**config.mk**
```make
export PLATFORM = sky130hd
export DESIGN_NAME = ps2_scancode_rx
export DESIGN_NICKNAME = d
export VERILOG_FILES = /design/src/rtl/ps2_scancode_rx_pkg.sv /design/src/rtl/ps2_rx_fifo.sv /design/src/rtl/ps2_scancode_rx.sv
export SDC_FILE = /design/constraint.sdc
export NUM_CORES = 1
export LEC_CHECK = 0
export ABC_AREA = 0
export CAP_MARGIN = 20
export CORE_ASPECT_RATIO = 0.7
export CORE_UTILIZATION = 47
export DETAILED_ROUTE_END_ITERATION = 16
export PLACE_DENSITY = 0.66
export SLEW_MARGIN = 15
export SYNTH_ARGS = -nofsm -noshare
export SYNTH_HDL_FRONTEND = slang
export SYNTH_SLANG_ARGS = --single-unit
```
**constraint.sdc**
```tcl
create_clock -name clk_clk -period 3.5 [get_ports clk_clk]
set_clock_uncertainty 0.2 [all_clocks]
set_input_delay 0.7 -clock clk_clk [delete_from_list [all_inputs] [get_ports clk_clk]]
set_output_delay 0.7 -clock clk_clk [all_outputs]
set_load 0.02 [all_outputs]
```
**src/rtl/ps2_scancode_rx_pkg.sv**
```systemverilog
// Shared types and constants for the squares PS/2 keyboard receive path.
package squares_ps2_pkg;

   localparam int unsigned PS2_DATA_BITS = 8;
   localparam logic        PS2_START_BIT = 1'b0;
   localparam logic        PS2_STOP_BIT  = 1'b1;

   typedef enum logic [1:0] {
      ST_IDLE,
      ST_DATA,
      ST_PARITY,
      ST_STOP
   } rx_state_t;

   // True when data bits plus parity bit carry an odd number of ones.
   function automatic logic odd_ok(input logic [PS2_DATA_BITS-1:0] b, input logic p);
      return ^{b, p};
   endfunction

endpackage

```
**src/rtl/ps2_rx_fifo.sv**
```systemverilog
// First-word-fall-through FIFO for received scan codes; head is always on o_data.
module ps2_rx_fifo #(
   parameter int unsigned DEPTH = 4,
   parameter int unsigned WIDTH = 8
) (
   input  logic                     clk,
   input  logic                     rst,
   input  logic                     i_push,
   input  logic [WIDTH-1:0]         i_data,
   input  logic                     i_pop,
   output logic [WIDTH-1:0]         o_data,
   output logic                     o_full,
   output logic                     o_empty,
   output logic [$clog2(DEPTH):0]   o_level
);
   localparam int unsigned AW = $clog2(DEPTH);
   localparam int unsigned LW = AW + 1;

   logic [WIDTH-1:0] r_mem [DEPTH];
   logic [AW-1:0]    r_wr_ptr;
   logic [AW-1:0]    r_rd_ptr;
   logic [LW-1:0]    r_level;
   logic             w_push;
   logic             w_pop;

   assign o_full  = (r_level == LW'(DEPTH));
   assign o_empty = (r_level == '0);
   assign o_level = r_level;
   assign o_data  = r_mem[r_rd_ptr];

   // A pop in the same cycle frees the slot a push into a full FIFO needs.
   assign w_pop  = i_pop & ~o_empty;
   assign w_push = i_push & (~o_full | w_pop);

   always_ff @(posedge clk or posedge rst) begin
      if (rst) begin
         for (int i = 0; i < int'(DEPTH); i++) r_mem[i] <= '0;
         r_wr_ptr <= '0;
         r_rd_ptr <= '0;
         r_level  <= '0;
      end else begin
         if (w_push) begin
            r_mem[r_wr_ptr] <= i_data;
            r_wr_ptr        <= r_wr_ptr + AW'(1);
         end
         if (w_pop) r_rd_ptr <= r_rd_ptr + AW'(1);
         case ({w_push, w_pop})
            2'b10:   r_level <= r_level + LW'(1);
            2'b01:   r_level <= r_level - LW'(1);
            default: r_level <= r_level;
         endcase
      end
   end

endmodule

```
**src/rtl/ps2_scancode_rx.sv**
```systemverilog
// PS/2 device-to-host receiver: pin synchronisers, 11-bit frame FSM, FWFT scan-code FIFO.
// Define PS2_SCANCODE_RX_TIMEOUT_EN to abort partial frames stalled for TIMEOUT_CYCLES.
module ps2_scancode_rx
   import squares_ps2_pkg::*;
#(
   parameter int unsigned FIFO_DEPTH     = 4,
   parameter int unsigned SYNC_STAGES    = 2,
   parameter int unsigned TIMEOUT_CYCLES = 50000
) (
   input  logic                          clk_clk,
   input  logic                          reset_reset,
   input  logic                          ps2_clk,
   input  logic                          ps2_data,
   output logic [PS2_DATA_BITS-1:0]      code_data,
   output logic                          code_valid,
   input  logic                          code_ready,
   output logic                          parity_err,
   output logic                          frame_err,
   output logic                          overflow,
   output logic [$clog2(FIFO_DEPTH):0]   fifo_level
);
   localparam int unsigned CNT_W = $clog2(PS2_DATA_BITS);

   if (FIFO_DEPTH < 2 || (FIFO_DEPTH & (FIFO_DEPTH - 1)) != 0 ||
       SYNC_STAGES < 2 || TIMEOUT_CYCLES < 2) begin : g_param_check
      $error("ps2_scancode_rx: illegal parameter value");
   end

   logic [SYNC_STAGES-1:0]   r_clk_sync;
   logic [SYNC_STAGES-1:0]   r_data_sync;
   logic                     r_clk_prev;
   logic                     w_fall;
   logic                     w_bit;

   rx_state_t                r_state;
   rx_state_t                w_state_nx;
   logic [PS2_DATA_BITS-1:0] r_shift;
   logic [PS2_DATA_BITS-1:0] w_shift_nx;
   logic [CNT_W-1:0]         r_bitcnt;
   logic [CNT_W-1:0]         w_bitcnt_nx;
   logic                     r_par;
   logic                     w_par_nx;

   logic                     w_push;
   logic                     w_pop;
   logic                     w_full;
   logic                     w_empty;
   logic                     w_timeout;
   logic                     w_perr_nx;
   logic                     w_ferr_nx;
   logic                     w_ovf_nx;
   logic                     r_parity_err;
   logic                     r_frame_err;
   logic                     r_overflow;

   // Presets of 1 model an idle bus so reset release cannot fake a falling edge.
   always_ff @(posedge clk_clk or posedge reset_reset) begin
      if (reset_reset) begin
         r_clk_sync  <= '1;
         r_data_sync <= '1;
         r_clk_prev  <= 1'b1;
      end else begin
         r_clk_sync  <= {r_clk_sync[SYNC_STAGES-2:0], ps2_clk};
         r_data_sync <= {r_data_sync[SYNC_STAGES-2:0], ps2_data};
         r_clk_prev  <= r_clk_sync[SYNC_STAGES-1];
      end
   end

   assign w_fall = r_clk_prev & ~r_clk_sync[SYNC_STAGES-1];
   assign w_bit  = r_data_sync[SYNC_STAGES-1];

`ifdef PS2_SCANCODE_RX_TIMEOUT_EN
   localparam int unsigned WDOG_W = $clog2(TIMEOUT_CYCLES);
   logic [WDOG_W-1:0] r_wdog;

   always_ff @(posedge clk_clk or posedge reset_reset) begin
      if (reset_reset)                          r_wdog <= '0;
      else if (w_fall || r_state == ST_IDLE)    r_wdog <= '0;
      else                                      r_wdog <= r_wdog + WDOG_W'(1);
   end

   assign w_timeout = (r_state != ST_IDLE) && (r_wdog == WDOG_W'(TIMEOUT_CYCLES - 1));
`else
   assign w_timeout = 1'b0;
`endif

   always_ff @(posedge clk_clk or posedge reset_reset) begin
      if (reset_reset) begin
         r_state      <= ST_IDLE;
         r_shift      <= '0;
         r_bitcnt     <= '0;
         r_par        <= 1'b0;
         r_parity_err <= 1'b0;
         r_frame_err  <= 1'b0;
         r_overflow   <= 1'b0;
      end else begin
         r_state      <= w_state_nx;
         r_shift      <= w_shift_nx;
         r_bitcnt     <= w_bitcnt_nx;
         r_par        <= w_par_nx;
         r_parity_err <= w_perr_nx;
         r_frame_err  <= w_ferr_nx;
         r_overflow   <= w_ovf_nx;
      end
   end

   // Frame FSM advances only on a synchronised PS/2 clock falling edge.
   always_comb begin
      w_state_nx  = r_state;
      w_shift_nx  = r_shift;
      w_bitcnt_nx = r_bitcnt;
      w_par_nx    = r_par;
      w_push      = 1'b0;
      w_perr_nx   = 1'b0;
      w_ferr_nx   = 1'b0;
      if (w_fall) begin
         unique case (r_state)
            ST_IDLE: begin
               if (w_bit == PS2_START_BIT) begin
                  w_state_nx  = ST_DATA;
                  w_bitcnt_nx = '0;
               end
            end
            ST_DATA: begin
               w_shift_nx = {w_bit, r_shift[PS2_DATA_BITS-1:1]};
               if (r_bitcnt == CNT_W'(PS2_DATA_BITS - 1)) w_state_nx  = ST_PARITY;
               else                                       w_bitcnt_nx = r_bitcnt + CNT_W'(1);
            end
            ST_PARITY: begin
               w_par_nx   = w_bit;
               w_state_nx = ST_STOP;
            end
            ST_STOP: begin
               w_state_nx = ST_IDLE;
               if (!odd_ok(r_shift, r_par))   w_perr_nx = 1'b1;
               else if (w_bit != PS2_STOP_BIT) w_ferr_nx = 1'b1;
               else                            w_push    = 1'b1;
            end
         endcase
      end else if (w_timeout) begin
         w_state_nx  = ST_IDLE;
         w_bitcnt_nx = '0;
         w_ferr_nx   = 1'b1;
      end
   end

   ps2_rx_fifo #(
      .DEPTH (FIFO_DEPTH),
      .WIDTH (PS2_DATA_BITS)
   ) u_fifo (
      .clk     (clk_clk),
      .rst     (reset_reset),
      .i_push  (w_push),
      .i_data  (r_shift),
      .i_pop   (w_pop),
      .o_data  (code_data),
      .o_full  (w_full),
      .o_empty (w_empty),
      .o_level (fifo_level)
   );

   assign code_valid = ~w_empty;
   assign w_pop      = code_valid & code_ready;
   assign w_ovf_nx   = w_push & w_full & ~w_pop;

   assign parity_err = r_parity_err;
   assign frame_err  = r_frame_err;
   assign overflow   = r_overflow;

endmodule
```
==> impl_metrics.tcl, run 1 <==
set metrics [dict create \
    status "finished clean" \
    drc 0 \
    hold_violations 0 \
    wl_per_cell_um 17.2 \
    n_antenna_cell 0 \
    grt_pass1_wl_um 9230 \
    fmax_mhz 316 \
    synthTopCellsByArea "dfrtp_1 (49%), mux2_2 (15%), mux4_2 (6.3%)" \
    grt-ovfl-total 0 \
    utilization_pct 57.6 \
    worstPathMaxFanout 10 \
    grt_pass1_vias 1883 \
    rsz0062_at_grt "false" \
    cts_resized 0 \
    ys_seq_elements 61 \
    fin_hold_ws_ns 0.154 \
    syn_area_per_cell_sq_um 14.4 \
    num_vias 1660 \
    met3_usage_pct 7.88 \
    initial_utilization_pct 49.4 \
    powerDensity_mw_per_mm2 814 \
    antenna_found_initial 0 \
    cts_hold_buf 0 \
    ys.flop_type "dfrtp_1" \
    post-place-cells 290 \
    grt_busiest_layer "met2" \
    grt_max_degree 62 \
    coreArea_sq_mm 0.00581 \
    gp_congestion 0.755 \
    place_area_sq_mm 0.00314 \
    hold_path_class "flop to flop" \
    clock_latency_ns 0.33 \
    grtUsageMet2_pct 32.4 \
    num_rows 23 \
    cts_sinks 61 \
    synth.yosys.warnings 0 \
    layout-drive-gt1-share_pct 32.9 \
    slew_headroom_pct 50.8 \
    grt_util_met1_pct 25.0 \
    synth_nets 216 \
    yosysMostFrequentCell "dfrtp_1" \
    routed_wl_um 5260 \
    root_buffer "clkbuf_8" \
    dieArea_sq_mm 0.00643 \
    drt_iter0_drc 67 \
    peakVddDrop_uv 335 \
    synth_common_cells "dfrtp_1 (56), mux2_2 (39), ha_1 (10), nand2_1 (9), mux4_2 (8)" \
    period_minus_slack_ns 3.17 \
    die_w_um 95.4 \
    cts_made_buffers 9 \
    synth_edf_count 0 \
    post-route-period-util_pct 90.5 \
    ys_types 34 \
    syn_area_sq_mm 0.00287 \
    max-cap-violations 0 \
    cts_tree "built" \
    cp_data_required_time_ns 2.60 \
    cts.path.max_buffers 2 \
    firstDrtPassIters 4 \
    instances_no_fill 306 \
    finalSetupTns_ns 0 \
    final_nets 242 \
    port_buffers 19 \
    maxSlewViolCount 0 \
    area_growth_pct 16.5 \
    endpoint_kind "primary output" \
    grtUsageTotal_pct 20.0 \
    yosys.area.top_type "dfrtp_1" \
    clk_pin_slew_ns 0.06 \
    ant_nets 0 \
    async_flop_share_pct 100 \
    dp_hpwl_um 3710 \
    critPathKind "flop to primary output" \
    pin_count 20 \
    setup.worst_path.start_class "flop" \
    post-cts-setup-buffers 0 \
    cts_max_level 3 \
    seq_area_frac_synth_pct 53.4 \
    synth_top_area_share_pct 48.8 \
    via_per_inst 5.42 \
    arrival_ns 2.27 \
    leakage_uw 0.00155 \
    synth_cells 200 \
    worst_pin_slew_ns 0.737 \
    die_h_um 67.4 \
    design_area_sq_mm 0.00335 \
    setup_violations 0 \
]
cell families (layout without fill, tap and decap cells):
| family | Yosys count | after routing | share of synthesized area (%) |
|---|---|---|---|
| mux | 57 | 57 | 25.5 |
| buf+inv | 11 | 42 | 1.70 |
| simple gates | 36 | 36 | 7.23 |
| xor+xnor | 10 | 10 | 4.01 |
| compound gates | 14 | 14 | 3.18 |
| fa+ha+maj | 11 | 11 | 5.05 |
| flops | 61 | 61 | 53.4 |
layer usage:
metal	wire length, um	share of wire (%)
met1	2450	47
met2	2510	48
met3	242	4.6
met4	56	1.1
met5	0	0
cell usage in the layout (no fill, tap or decap), types with 2 or more instances in the layout:
cell | Yosys | final
xnor3_1 | 2 | 2
mux2i_1 | 3 | 3
dfstp_2 | 5 | 5
xnor2_1 | 6 | 6
nand2_1 | 9 | 9
bufinv_16 | 0 | 2
mux4_2 | 8 | 8
nor2b_1 | 5 | 5
inv_1 | 6 | 5
clkdlybuf4s50_1 | 0 | 19
xor2_1 | 2 | 2
or2_2 | 3 | 3
nor3_1 | 3 | 3
o21ai_0 | 6 | 6
or3_1 | 2 | 2
clkbuf_1 | 2 | 3
mux2_2 | 39 | 39
nor2_1 | 3 | 3
nand2b_1 | 2 | 2
mux2_1 | 6 | 6
dfrtp_1 | 56 | 56
clkbuf_8 | 0 | 9
a21oi_1 | 3 | 3
and3_1 | 2 | 2
a22oi_1 | 2 | 2
nand3_2 | 4 | 4
ha_1 | 10 | 10
state kept, by name, indices dropped and copies added (netlist names):
register / cells
u_fifo.r_wr_ptr: 2
parity_err: 1
u_fifo.o_level: 3
u_fifo.r_rd_ptr: 2
r_data_sync: 2
r_clk_sync: 2
overflow: 1
r_bitcnt: 3
r_shift: 8
r_state: 2
frame_err: 1
r_par: 1
u_fifo.r_mem: 32
r_clk_prev: 1
power breakdown:
part / switching (uW) / internal [uW]
logic: 435 / 519
registers: 236 / 876
clock network: 258 / 400
final cells by class:
class	instances	area, sq um
clock buffers	12	135
clock inverters	4	72.6
fillers	476	2470
inverters	6	22.5
multi-input cells	128	1290
flip-flops and latches	61	1530
well taps	75	93.8
repair buffers	20	198
final timing paths:
| kind | end | cells past startpoint | slack [ns] | start |
|---|---|---|---|---|
| max | code_data[6] | 2 | 0.33 | u_fifo.r_rd_ptr[0]$_DFFE_PP0P_ |
| min | r_data_sync[1]$_DFF_PP1_ | 0 | 0.15 | r_data_sync[0]$_DFF_PP1_ |
| max reg2reg | u_fifo.o_level[1]$_DFFE_PP0P_ | 8 | 0.38 | r_shift[0]$_DFFE_PP0P_ |
| min reg2reg | r_data_sync[1]$_DFF_PP1_ | 0 | 0.15 | r_data_sync[0]$_DFF_PP1_ |
| max in group asynchronous | r_shift[7]$_DFFE_PP0P_ | 3 | 1.92 | reset_reset |
| min in group asynchronous | u_fifo.r_mem[2]$_DFFE_PP0P_ | 3 | 0.70 | reset_reset |
per-stage QoR:
stage | total power (uW) | setup WS [ns]
global route | 2920 | 0.184
CTS | 2750 | 0.286
detailed placement | 2080 | 0.378
floorplan | 1780 | 0.581
global placement | 2010 | 0.562
finish | 2720 | 0.333
worst max-delay path, stage by stage (launching register included):
cell	delay (ns)
dfrtp_1	0.75
mux4_2	0.62
clkdlybuf4s50_1	0.56
Power figures use the tool's default switching activity.
==> run 2, diff against run 1 <==
--- a/config.mk
+++ b/config.mk
@@ -11,7 +11,6 @@
 export CORE_UTILIZATION = 47
 export DETAILED_ROUTE_END_ITERATION = 16
 export PLACE_DENSITY = 0.66
-export SLEW_MARGIN = 15
 export SYNTH_ARGS = -nofsm -noshare
 export SYNTH_HDL_FRONTEND = slang
 export SYNTH_SLANG_ARGS = --single-unit
==> results of run 2 <==
The final DEF is identical to that of run 1; final timing and power are the same.
==> run 3, diff against run 2 <==
--- a/config.mk
+++ b/config.mk
@@ -8,9 +8,10 @@
 export ABC_AREA = 0
 export CAP_MARGIN = 20
 export CORE_ASPECT_RATIO = 0.7
-export CORE_UTILIZATION = 47
+export CORE_UTILIZATION = 53
 export DETAILED_ROUTE_END_ITERATION = 16
-export PLACE_DENSITY = 0.66
+export PLACE_DENSITY = 0.73
+export SLEW_MARGIN = 20
 export SYNTH_ARGS = -nofsm -noshare
 export SYNTH_HDL_FRONTEND = slang
 export SYNTH_SLANG_ARGS = --single-unit
==> impl_metrics.tcl, run 3 (synthesis gave the netlist of run 1 again) <==
set metrics [dict create \
    status "finished clean" \
    setup_violations 0 \
    drc 0 \
    critPathKind "flop to primary output" \
    drt_iter0_drc 96 \
    hold_path_class "flop to flop" \
    clock_latency_ns 0.33 \
    wl_met1_um 2280 \
    coreArea_sq_mm 0.00523 \
    fin_hold_ws_ns 0.155 \
    cts_hold_buf 0 \
    cts_resized 0 \
    routed_wl_um 4950 \
    grt_pass1_wl_um 8670 \
    largest_register "u_fifo.r_mem" \
    finalSetupTns_ns 0 \
    cts_sinks 61 \
    cts_max_level 3 \
    post-place-cells 287 \
    maxSlewViolCount 0 \
    final_nets 242 \
    instances_no_fill 303 \
    grt_pass1_vias 1744 \
    n_antenna_cell 0 \
    hold_violations 0 \
    ant_nets 0 \
    grtUsageTotal_pct 20.1 \
    setup.worst_path.start_class "flop" \
    antenna_found_initial 0 \
    pin_count 20 \
    peakVddDrop_uv 487 \
    design_area_sq_mm 0.00336 \
    period_minus_slack_ns 3.11 \
    rsz0062_at_grt "false" \
    die_w_um 90.0 \
    max-cap-violations 0 \
    cts_made_buffers 9 \
    fmax_mhz 321 \
    cp_data_required_time_ns 2.60 \
    worstPathMaxFanout 10 \
    post-route-period-util_pct 88.9 \
    num_vias 1683 \
    cts.path.max_buffers 2 \
    cts_tree "built" \
    place_area_sq_mm 0.00315 \
    worst_pin_slew_ns 0.644 \
    post-cts-setup-buffers 0 \
    gp_congestion 0.708 \
    slew_headroom_pct 57.0 \
    clk_pin_slew_ns 0.06 \
    layout-drive-gt1-share_pct 33.8 \
    via_per_inst 5.55 \
    port_buffers 19 \
    area_growth_pct 16.9 \
    reg_top3 "u_fifo.r_mem x32, r_shift x8" \
    dieArea_sq_mm 0.00572 \
    largest_register_ffs 32 \
    arrival_ns 2.21 \
    root_buffer "clkbuf_8" \
    mostFrequentLayoutCell "dfrtp_1" \
    num_rows 22 \
    firstDrtPassIters 4 \
    highest_layer "met4" \
    grt-ovfl-total 0 \
    dp_hpwl_um 3360 \
    grt_max_degree 33 \
    wl_per_cell_um 16.3 \
    final_cell_mix "dfrtp_1 (56), mux2_2 (39), clkdlybuf4s50_1 (19)" \
    route.met2.wl_um 2440 \
    leakage_uw 0.00156 \
    wl_met3_um 200 \
    powerDensity_mw_per_mm2 799 \
    initial_utilization_pct 54.9 \
    detailedPlace.worstSlack_ns 0.438 \
    endpoint_kind "primary output" \
    final.setup.worst_slack_ns 0.388 \
    die_h_um 63.6 \
]
-- run 3: cell count changes in the layout (fill, tap and decap cells not counted), sizes merged --
| cell | delta |
|---|---|
| clkbuf | +1 |
| bufinv | -1 |
-- run 3: worst paths after layout --
path                                                 from                             to  slack, ns  cells past startpoint
setup / recovery           u_fifo.r_rd_ptr[0]$_DFFE_PP0P_                   code_data[2]       0.39                      2
hold / removal                    r_clk_sync[0]$_DFF_PP1_        r_clk_sync[1]$_DFF_PP1_       0.16                      0
setup reg to reg                   r_shift[6]$_DFFE_PP0P_  u_fifo.o_level[1]$_DFFE_PP0P_       0.45                      8
hold reg to reg                   r_clk_sync[0]$_DFF_PP1_        r_clk_sync[1]$_DFF_PP1_       0.16                      0
max in group asynchronous                     reset_reset           r_clk_prev$_DFF_PP1_       1.86                      3
min in group asynchronous                     reset_reset  u_fifo.o_level[2]$_DFFE_PP0P_       0.57                      2
-- run 3: area by class of cell --
type / count / area (sq um)
timing repair buffer: 20 / 210
tap: 72 / 90.1
fill: 380 / 1870
clock inverter: 3 / 42.5
sequential: 61 / 1530
clock buffer: 13 / 169
inverter: 6 / 22.5
multi-input combinational: 128 / 1290
-- run 3: critical path, stage by stage (launching register included) --
cell             delay [ns]
dfrtp_1                0.74
mux4_2                 0.59
clkdlybuf4s50_1        0.55
-- run 3: stage by stage --
| step | util (%) | power [uW] |
|---|---|---|
| finish | 64.2 | 2680 |
| global route | 64.2 | 2850 |
| CTS | 64.2 | 2710 |
| detailed placement | 60.2 | 2050 |
| global placement | 60.2 | 2000 |
| floorplan | - | 1780 |
-- run 3: routing by layer --
layer / track usage, % / vias up
li1: - / 772
met1: 26.1 / 877
met2: 32.6 / 29
met3: 7.73 / 5
met4: 4.23 / 0
met5: 0 / -
-- run 3: where the power goes --
group          switching [uW]  internal, uW  total (uW)
logic                     413           519         932
clock network             256           386         642
registers                 235           876        1110
